### config.mk
export PLATFORM = sky130hd
export DESIGN_NAME = rv32im_lsu_ctrl
export DESIGN_NICKNAME = d
export VERILOG_FILES = /design/src/rtl/rv32im_lsu_ctrl.sv
export SDC_FILE = /design/constraint.sdc
export NUM_CORES = 1
export LEC_CHECK = 0
export ABC_CLOCK_PERIOD_IN_PS = 3250
export BUFFER_PORTS_ARGS = -buffer_cell sky130_fd_sc_hd__clkbuf_2
export CAP_MARGIN = 20
export CORE_MARGIN = 2
export CORE_UTILIZATION = 49
export CTS_CLUSTER_DIAMETER = 60
export CTS_CLUSTER_SIZE = 10
export DETAILED_ROUTE_END_ITERATION = 16
export HOLD_SLACK_MARGIN = 0.03
export PLACE_DENSITY = 0.89
export RECOVER_POWER = 50
export SETUP_SLACK_MARGIN = 0.5
export SYNTH_ARGS = -nofsm -noshare
export SYNTH_HDL_FRONTEND = slang
export SYNTH_SLANG_ARGS = --single-unit
### constraint.sdc
create_clock -name clk_i -period 3.25 [get_ports clk_i]
set_clock_uncertainty 0.05 [all_clocks]
set_input_delay 0.975 -clock clk_i [delete_from_list [all_inputs] [get_ports clk_i]]
set_output_delay 0.975 -clock clk_i [all_outputs]
set_load 0.02 [all_outputs]
### src/rtl/rv32im_lsu_ctrl.sv
// rv32im_lsu_ctrl: sequences EXU load/store requests onto a single-port data bus.
// Builds the word address, byte enables and lane-replicated store data, and checks
// alignment. It then runs the request/grant/response handshake with a response
// timeout, and returns one extended load result plus a done pulse per request.
//
// Opcode encoding on lsu_opcode_i (bit 3 = store, bit 2 = unsigned, [1:0] = size):
//   LB=4'h0 LH=4'h1 LW=4'h2 LBU=4'h4 LHU=4'h5 SB=4'h8 SH=4'h9 SW=4'hA; others illegal.
// rdata, misalign and buserr are updated only on entry to DONE. They then hold until
// the next DONE. Errored accesses and stores return rdata 0.
module rv32im_lsu_ctrl #(
    parameter int unsigned ADDR_WIDTH     = 32,
    parameter int unsigned DATA_WIDTH     = 32,
    parameter int unsigned TIMEOUT_CYCLES = 255,
    localparam int unsigned OP_W          = 4
) (
    input  logic                  clk_i,
    input  logic                  rst_ni,
    input  logic                  lsu_req_i,
    input  logic [OP_W-1:0]       lsu_opcode_i,
    input  logic [ADDR_WIDTH-1:0] lsu_addr_i,
    input  logic [DATA_WIDTH-1:0] lsu_wdata_i,
    output logic                  lsu_busy_o,
    output logic                  lsu_done_o,
    output logic [DATA_WIDTH-1:0] lsu_rdata_o,
    output logic                  lsu_misalign_o,
    output logic                  lsu_buserr_o,
    output logic                  mem_req_o,
    input  logic                  mem_gnt_i,
    output logic                  mem_we_o,
    output logic [ADDR_WIDTH-1:0] mem_addr_o,
    output logic [3:0]            mem_be_o,
    output logic [DATA_WIDTH-1:0] mem_wdata_o,
    input  logic                  mem_rvalid_i,
    input  logic [DATA_WIDTH-1:0] mem_rdata_i
);

    localparam int unsigned CNT_W = $clog2(TIMEOUT_CYCLES + 2);

    localparam logic [OP_W-1:0] OP_LB  = 4'h0;
    localparam logic [OP_W-1:0] OP_LH  = 4'h1;
    localparam logic [OP_W-1:0] OP_LW  = 4'h2;
    localparam logic [OP_W-1:0] OP_LBU = 4'h4;
    localparam logic [OP_W-1:0] OP_LHU = 4'h5;
    localparam logic [OP_W-1:0] OP_SB  = 4'h8;
    localparam logic [OP_W-1:0] OP_SH  = 4'h9;
    localparam logic [OP_W-1:0] OP_SW  = 4'hA;

    localparam logic [1:0] SZ_B = 2'd0;
    localparam logic [1:0] SZ_H = 2'd1;
    localparam logic [1:0] SZ_W = 2'd2;

    typedef enum logic [1:0] {
        S_IDLE = 2'd0,
        S_REQ  = 2'd1,
        S_WAIT = 2'd2,
        S_DONE = 2'd3
    } state_e;

    state_e               state_q;
    logic [CNT_W-1:0]     cnt_q;
    logic [1:0]           size_q;
    logic                 uns_q;
    logic [1:0]           off_q;

    logic                 dec_legal;
    logic                 dec_we;
    logic                 dec_uns;
    logic [1:0]           dec_size;
    logic                 dec_misalign;
    logic [3:0]           dec_be;
    logic [DATA_WIDTH-1:0] dec_wdata;
    logic [DATA_WIDTH-1:0] lane;
    logic [DATA_WIDTH-1:0] load_ext;

    // Decode the incoming request: size, signedness, alignment, enables and store data.
    always_comb begin
        dec_legal = 1'b1;
        dec_we    = 1'b0;
        dec_uns   = 1'b0;
        dec_size  = SZ_W;
        case (lsu_opcode_i)
            OP_LB:  dec_size = SZ_B;
            OP_LH:  dec_size = SZ_H;
            OP_LW:  dec_size = SZ_W;
            OP_LBU: begin dec_size = SZ_B; dec_uns = 1'b1; end
            OP_LHU: begin dec_size = SZ_H; dec_uns = 1'b1; end
            OP_SB:  begin dec_size = SZ_B; dec_we = 1'b1; end
            OP_SH:  begin dec_size = SZ_H; dec_we = 1'b1; end
            OP_SW:  begin dec_size = SZ_W; dec_we = 1'b1; end
            default: dec_legal = 1'b0;
        endcase

        dec_misalign = ((dec_size == SZ_H) && lsu_addr_i[0]) ||
                       ((dec_size == SZ_W) && (lsu_addr_i[1:0] != 2'b00));

        case (dec_size)
            SZ_B: begin
                dec_be    = 4'b0001 << lsu_addr_i[1:0];
                dec_wdata = {4{lsu_wdata_i[7:0]}};
            end
            SZ_H: begin
                dec_be    = 4'b0011 << lsu_addr_i[1:0];
                dec_wdata = {2{lsu_wdata_i[15:0]}};
            end
            default: begin
                dec_be    = 4'b1111;
                dec_wdata = lsu_wdata_i;
            end
        endcase
    end

    // Shift the addressed lane down and sign/zero-extend it to the full word.
    always_comb begin
        lane = mem_rdata_i >> {off_q, 3'b000};
        case (size_q)
            SZ_B:    load_ext = {{24{~uns_q & lane[7]}}, lane[7:0]};
            SZ_H:    load_ext = {{16{~uns_q & lane[15]}}, lane[15:0]};
            default: load_ext = lane;
        endcase
    end

    // Access sequencer: state, timeout counter and all registered outputs.
    always_ff @(posedge clk_i) begin
        if (!rst_ni) begin
            state_q        <= S_IDLE;
            cnt_q          <= '0;
            size_q         <= SZ_W;
            uns_q          <= 1'b0;
            off_q          <= 2'b00;
            lsu_busy_o     <= 1'b0;
            lsu_done_o     <= 1'b0;
            lsu_rdata_o    <= '0;
            lsu_misalign_o <= 1'b0;
            lsu_buserr_o   <= 1'b0;
            mem_req_o      <= 1'b0;
            mem_we_o       <= 1'b0;
            mem_addr_o     <= '0;
            mem_be_o       <= 4'b0000;
            mem_wdata_o    <= '0;
        end else begin
            lsu_done_o <= 1'b0;
            case (state_q)
                S_IDLE, S_DONE: begin
                    if (lsu_req_i) begin
                        size_q <= dec_size;
                        uns_q  <= dec_uns;
                        off_q  <= lsu_addr_i[1:0];
                        if (dec_legal && !dec_misalign) begin
                            state_q     <= S_REQ;
                            lsu_busy_o  <= 1'b1;
                            mem_req_o   <= 1'b1;
                            mem_we_o    <= dec_we;
                            mem_addr_o  <= {lsu_addr_i[ADDR_WIDTH-1:2], 2'b00};
                            mem_be_o    <= dec_be;
                            mem_wdata_o <= dec_wdata;
                        end else begin
                            state_q        <= S_DONE;
                            lsu_done_o     <= 1'b1;
                            lsu_rdata_o    <= '0;
                            lsu_misalign_o <= dec_legal;
                            lsu_buserr_o   <= ~dec_legal;
                        end
                    end else begin
                        state_q <= S_IDLE;
                    end
                end
                S_REQ: begin
                    if (mem_gnt_i) begin
                        state_q   <= S_WAIT;
                        mem_req_o <= 1'b0;
                        cnt_q     <= '0;
                    end
                end
                S_WAIT: begin
                    if (mem_rvalid_i) begin
                        state_q        <= S_DONE;
                        lsu_busy_o     <= 1'b0;
                        lsu_done_o     <= 1'b1;
                        lsu_rdata_o    <= mem_we_o ? '0 : load_ext;
                        lsu_misalign_o <= 1'b0;
                        lsu_buserr_o   <= 1'b0;
                    end else if ((TIMEOUT_CYCLES != 0) &&
                                 (cnt_q == CNT_W'(TIMEOUT_CYCLES - 1))) begin
                        state_q        <= S_DONE;
                        lsu_busy_o     <= 1'b0;
                        lsu_done_o     <= 1'b1;
                        lsu_rdata_o    <= '0;
                        lsu_misalign_o <= 1'b0;
                        lsu_buserr_o   <= 1'b1;
                    end else begin
                        cnt_q <= cnt_q + CNT_W'(1);
                    end
                end
                default: state_q <= S_IDLE;
            endcase
        end
    end

endmodule

### Word-level counts from Yosys, hierarchy flattened

Cells that the tools add are included.

| word-level totals | value |
|---|---|
| flip-flop bits (word level) | 120 |

| operators by class | value |
|---|---|
| reduce and logical (&&, ||, !) cells | 26 |
| shift-type cells | 3 |
| mux-type cells | 43 |
| bitwise logic cells | 4 |
| $add $sub $neg | 1 |
| equal/unequal tests | 21 |

Operator list:

| cell | number |
|---|---|
| 32-bit one-hot mux with 2 select lines | 3 |
| 32-bit 2-to-1 mux | 5 |
| 32-bit by 5-bit >> shifter with 32-bit output | 1 |
| 9-bit 2-to-1 mux | 3 |
| 1-bit 2-to-1 mux | 18 |
| 9-bit one-hot mux with 2 select lines | 1 |
| 4-bit AND reduction | 4 |
| 4-bit equality test (second input constant) | 3 |
| 2-bit inequality test (second input constant) | 6 |
| 2-bit 2-to-1 mux | 5 |
| 1-bit one-hot mux with 2 select lines | 5 |
| 9-bit by 1-bit adder with 9-bit output (second input constant) | 1 |
| 9-bit by 8-bit equality test with 1-bit output (second input constant) | 1 |
| 3-bit OR reduction | 3 |
| 4-bit by 3-bit equality test with 1-bit output (second input constant) | 2 |
| 4-bit one-hot mux with 2 select lines | 1 |
| 2-bit nonzero test | 4 |
| 8-bit OR reduction | 1 |
| 2-bit by 1-bit equality test with 1-bit output (second input constant) | 3 |
| 2-bit equality test (second input constant) | 3 |
| 2-bit logical NOT | 3 |
| 2-bit one-hot mux with 3 select lines | 1 |
| 4-bit by 1-bit equality test with 1-bit output (second input constant) | 1 |
| 4-bit by 2-bit equality test with 1-bit output (second input constant) | 1 |
| other kinds (13) | 19 |

### Logic depth before layout (Yosys ltp)

| depth | value |
|---|---|
| depth after elaboration | 11 |
| mapped depth | 9 |
| depth with buffers taken out | 6 |

### Worst setup path after synthesis

No wires, ideal clock.

| timing | value |
|---|---|
| path kind | input-to-reg |
| from | in lsu_addr_i[0] |
| to | reg lsu_rdata_o[19] |
| path buffers | 2 |
| library setup time | 0.117 ns |
| stages | 6 |
| arrival | 2.435 ns |
| setup slack | 0.647 ns |
| path through | buf_2 > or4_4 > a31oi_1 > nor2_1 > buf_2 > a32o_1 |

| between the ends | value |
|---|---|
| word-level cells in the longest chain between the ends | 7 |

Ends and longest elaborated chain:

| what | line | RTL |
|---|---|---|
| from (decl) | 20 | `input logic [ADDR_WIDTH-1:0] lsu_addr_i,` |
| 2-bit nonzero test | 94 | `((dec_size == SZ_W) && (lsu_addr_i[1:0] != 2'b00));` |
| 1-bit logical AND | 94 |  |
| 1-bit logical OR (*) | 93 | `dec_misalign = ((dec_size == SZ_H) && lsu_addr_i[0]) \|\|` |
| 1-bit logical NOT (*) | 148 | `if (dec_legal && !dec_misalign) begin` |
| 1-bit logical AND (*) | 148 |  |
| 2-bit inequality test (no source line) (*) | -- |  |
| 4-bit AND reduction (no source line) (*) | -- |  |
| to (signal assigned) | 179 | `lsu_rdata_o <= mem_we_o ? '0 : load_ext;` |
| to (decl) | 24 | `output logic [DATA_WIDTH-1:0] lsu_rdata_o,` |

Every way passes the cells marked *; elsewhere a longest branch is shown, timed or not.
A chain may end at the register's enable or synchronous reset.

### Worst setup path after layout

| timing | value |
|---|---|
| from | in lsu_addr_i[0] |
| to | reg mem_wdata_o[17] |

| between the ends | value |
|---|---|
| word-level cells in the longest chain between the ends | 6 |

Ends and longest elaborated chain:

| what | line | RTL |
|---|---|---|
| 2-bit nonzero test | 94 |  |
| 1-bit logical AND | 94 |  |
| 1-bit logical OR (*) | 93 |  |
| 1-bit logical NOT (*) | 148 |  |
| 1-bit logical AND (*) | 148 |  |
| 3-bit AND reduction (no source line) (*) | -- |  |
| to (signal assigned) | 155 | `mem_wdata_o <= dec_wdata;` |
| to (decl) | 32 | `output logic [DATA_WIDTH-1:0] mem_wdata_o,` |

Marked as above.

==> flow_metrics.env <==
export IMPL_outcome="finished, final reports clean"
export IMPL_leakagePower_nw=2.661
export IMPL_nets=923
export IMPL_routedWlPerCell_um=15.54
export IMPL_max_stage_delay_ns=0.65
export IMPL_critical_path_max_fanout=51
export IMPL_synthSimpleGateAreaFrac=0.1625
export IMPL_num_antenna_cells=0
export IMPL_period_needed_ns=2.577
export IMPL_peakVddDrop_uv=542.8
export IMPL_critPathTopFamily="compound AO/OA/AOI/OAI gates"
export IMPL_postSynthAreaPerCell_um2=8.518
export IMPL_start_util=0.4994
export IMPL_ys_warn_count=0
export IMPL_slew_headroom=0.3121
export IMPL_muxShareOfSynthArea=0.07135
export IMPL_post_cts_setup_buffers=0
export IMPL_synth_edff_count=0
export IMPL_io_pins=211
export IMPL_rsz0062_at_grt="no"
export IMPL_placed_cell_area_mm2=0.006471
export IMPL_core_area_mm2=0.01075
export IMPL_drv_cap=0
export IMPL_critical_path_arrival_ns=2.96
export IMPL_critical_path_buf_inv_count=2
export IMPL_path_cells="clkbuf_2, or4_4, a21oi_1, buf_12, nor2_1, a211oi_1"
export IMPL_synth_main_ff_cell="dfxtp_1"
export IMPL_power_density_mw_per_mm2=730.8
export IMPL_grt_overflow_total=0
export IMPL_drive_above_1_share=0.1800
export IMPL_syn_inst=630
export IMPL_tritoncts="yes"
export IMPL_hold_worst_slack_ns=0.3989
export IMPL_synth_top_family_by_area="compound AO/OA/AOI/OAI gates"
export IMPL_dieArea_mm2=0.01180
export IMPL_grt_pass1_vias=4874
export IMPL_clock_path_buffers=2
export IMPL_setup_tns_ns=0
export IMPL_synth_cell_type_count=51
export IMPL_die_y_um=108.7
export IMPL_drt_initial_drc_count=382
export IMPL_area_growth_syn_to_layout_pct=27.82
export IMPL_cts_resized=0
export IMPL_htree_levels=4
export IMPL_gp_congestion=0.8562
export IMPL_cts_sinks=120
export IMPL_clk_pin_slew_ns=0.05
export IMPL_synthArstFlopShare=0
export IMPL_port_buffers=208
export IMPL_numCtsBuffers=17
export IMPL_layout_worst_path_cycle_share=0.7929
export IMPL_vias=5345
export IMPL_path_class="primary input to register"
export IMPL_hold_viol_final=0
export IMPL_track_usage=0.2510
export IMPL_grt_pass1_wl_um=23170
export IMPL_grt_antenna_before_repair=0
export IMPL_startpoint_type="primary input"
export IMPL_holdBufCountCts=0
export IMPL_utilization=0.6383
export IMPL_fillers=975
export IMPL_drtPass1Iterations=6
export IMPL_drv_slew=0
export IMPL_synth_area_mm2=0.005366
export IMPL_end_kind="register"
export IMPL_max_freq_ghz=0.3881
export IMPL_dpl_hpwl_um=10580
export IMPL_finalSetupViolations=0
export IMPL_yosys_area_share_xor_xnor=0
export IMPL_crit_required_ns=3.63
export IMPL_cts_root_buffer="clkbuf_8"
export IMPL_synth_fa_ha_area_frac=0.009326
export IMPL_grt_max_degree=60
export IMPL_ys_seq_area_frac=0.4477
export IMPL_via_per_inst=5.556
export IMPL_wirelength_um=14950
export IMPL_rows=38
export IMPL_clkLatencyLatePin_ns=0.51
export IMPL_drtAntennaViolNets=0
export IMPL_cp_slowest_cell="a21oi_1"
export IMPL_fin_area_mm2=0.006859
export IMPL_p_total_w=0.005012
export IMPL_synth_seq_cells=120
export IMPL_min_path_type="register to register"
export IMPL_worst_pin_slew_ns=1.025
export IMPL_synth_compound_area_frac=0.2495
export IMPL_die_width_um=108.7
export IMPL_drc=0
-- worst reg2reg max path: stages (launching register included) --
cell	delay [ns]
dfxtp_1	0.35
inv_1	0.05
ha_1	0.39
nand2_1	0.22
a21oi_1	0.69
buf_12	0.31
nor2_1	0.08
a211oi_1	0.21
-- cell type report --
cell class / instances / area, µm² / area share
Clock inverter: 5 / 75.07 / 0.01094
Sequential cell: 120 / 2402 / 0.3502
Multi-Input combinational cell: 439 / 2670 / 0.3893
Tap cell: 140 / 175.2 / 0.02554
Timing Repair Buffer: 219 / 1020 / 0.1487
Clock buffer: 22 / 452.9 / 0.06603
Inverter: 17 / 63.81 / 0.009303
-- metal layers --
layer	vias to the layer above	GRT usage	part of all wire
met4	0	0.1108	0.024
met3	31	0.07472	0.076
met5	-	0	0
li1	2617	-	-
met1	2463	0.2921	0.41
met2	234	0.4272	0.49
-- where the power goes --
group | switching [W] | total [W] | leakage (nW) | internal (W)
Clock | 0.000610 | 0.00171 | 0.262 | 0.00110
Combinational | 0.000958 | 0.00146 | 1.42 | 0.000504
Sequential | 0.000153 | 0.00184 | 0.974 | 0.00168
-- sequential cells by signal (all words and copies together) (netlist names), 2 cells and up --
name         flops
lsu_rdata_o     32
mem_wdata_o     32
mem_addr_o      30
cnt_q            9
mem_be_o         4
off_q            2
size_q           2
state_q          2
-- cells by family (layout without fill, tap and decap cells) --
logic type	after synthesis	after routing
flip-flops	120	120
multiplexers	37	37
adder cells (fa/ha/maj)	4	4
AND/OR/NAND/NOR	197	197
buffers and inverters	72	263
AO/OA/AOI/OAI	199	199
other	1	2
-- cell usage in the layout (no fill, tap or decap), types with 4 or more instances in the layout --
cell type	count
a32o_1	24
buf_4	9
nand3_1	6
clkbuf_2	105
a211o_1	7
nand2b_1	7
ha_1	4
a22o_1	9
nor2_1	16
dfxtp_1	120
o21ai_0	23
nand4b_1	4
nand2_1	134
a21oi_1	76
nor2b_1	10
clkbuf_16	16
mux2i_1	36
inv_1	16
clkbuf_1	106
a211oi_1	11
o211ai_1	26
-- cells in the mapped netlist (all sizes together) (3+ instances only) --
library cell | count | area [µm²]
nand2 | 134 | 503.0
dfxtp | 120 | 2402
a21oi | 77 | 389.1
mux2i | 36 | 360.4
clkbuf | 33 | 123.9
o211ai | 26 | 195.2
o21ai | 25 | 125.1
a32o | 24 | 240.2
buf | 22 | 128.9
inv | 17 | 63.81
nor2 | 16 | 60.06
a211oi | 11 | 82.58
nor2b | 10 | 62.56
a22o | 9 | 78.83
a211o | 7 | 61.31
nand2b | 7 | 43.79
nand3 | 6 | 30.03
ha | 4 | 50.05
nand4b | 4 | 35.03
or4 | 4 | 33.78
a31oi | 3 | 18.77
nor3 | 3 | 15.01
o31ai | 3 | 22.52
-- worst paths after layout --
kind | start | endpoint | slack [ns] | cells past startpoint
setup / recovery | lsu_addr_i[0] | mem_wdata_o[17] | 0.67 | 6
hold / removal | mem_wdata_o[25] | mem_wdata_o[25] | 0.40 | 2
setup reg to reg | state_q[0] | mem_wdata_o[17] | 0.81 | 7
hold reg to reg | mem_wdata_o[25] | mem_wdata_o[25] | 0.40 | 2
-- metrics by stage --
stage / worst slack (ns) / cells
2_1_floorplan: 0.6471 / 631
3_3_place_gp: 0.5288 / 935
6_report: 0.6730 / 962
3_5_place_dp: 0.4651 / 935
4_1_cts: 0.9776 / 962
5_1_grt: 0.4922 / 962
No activity file was read; power rests on OpenSTA's default activity.
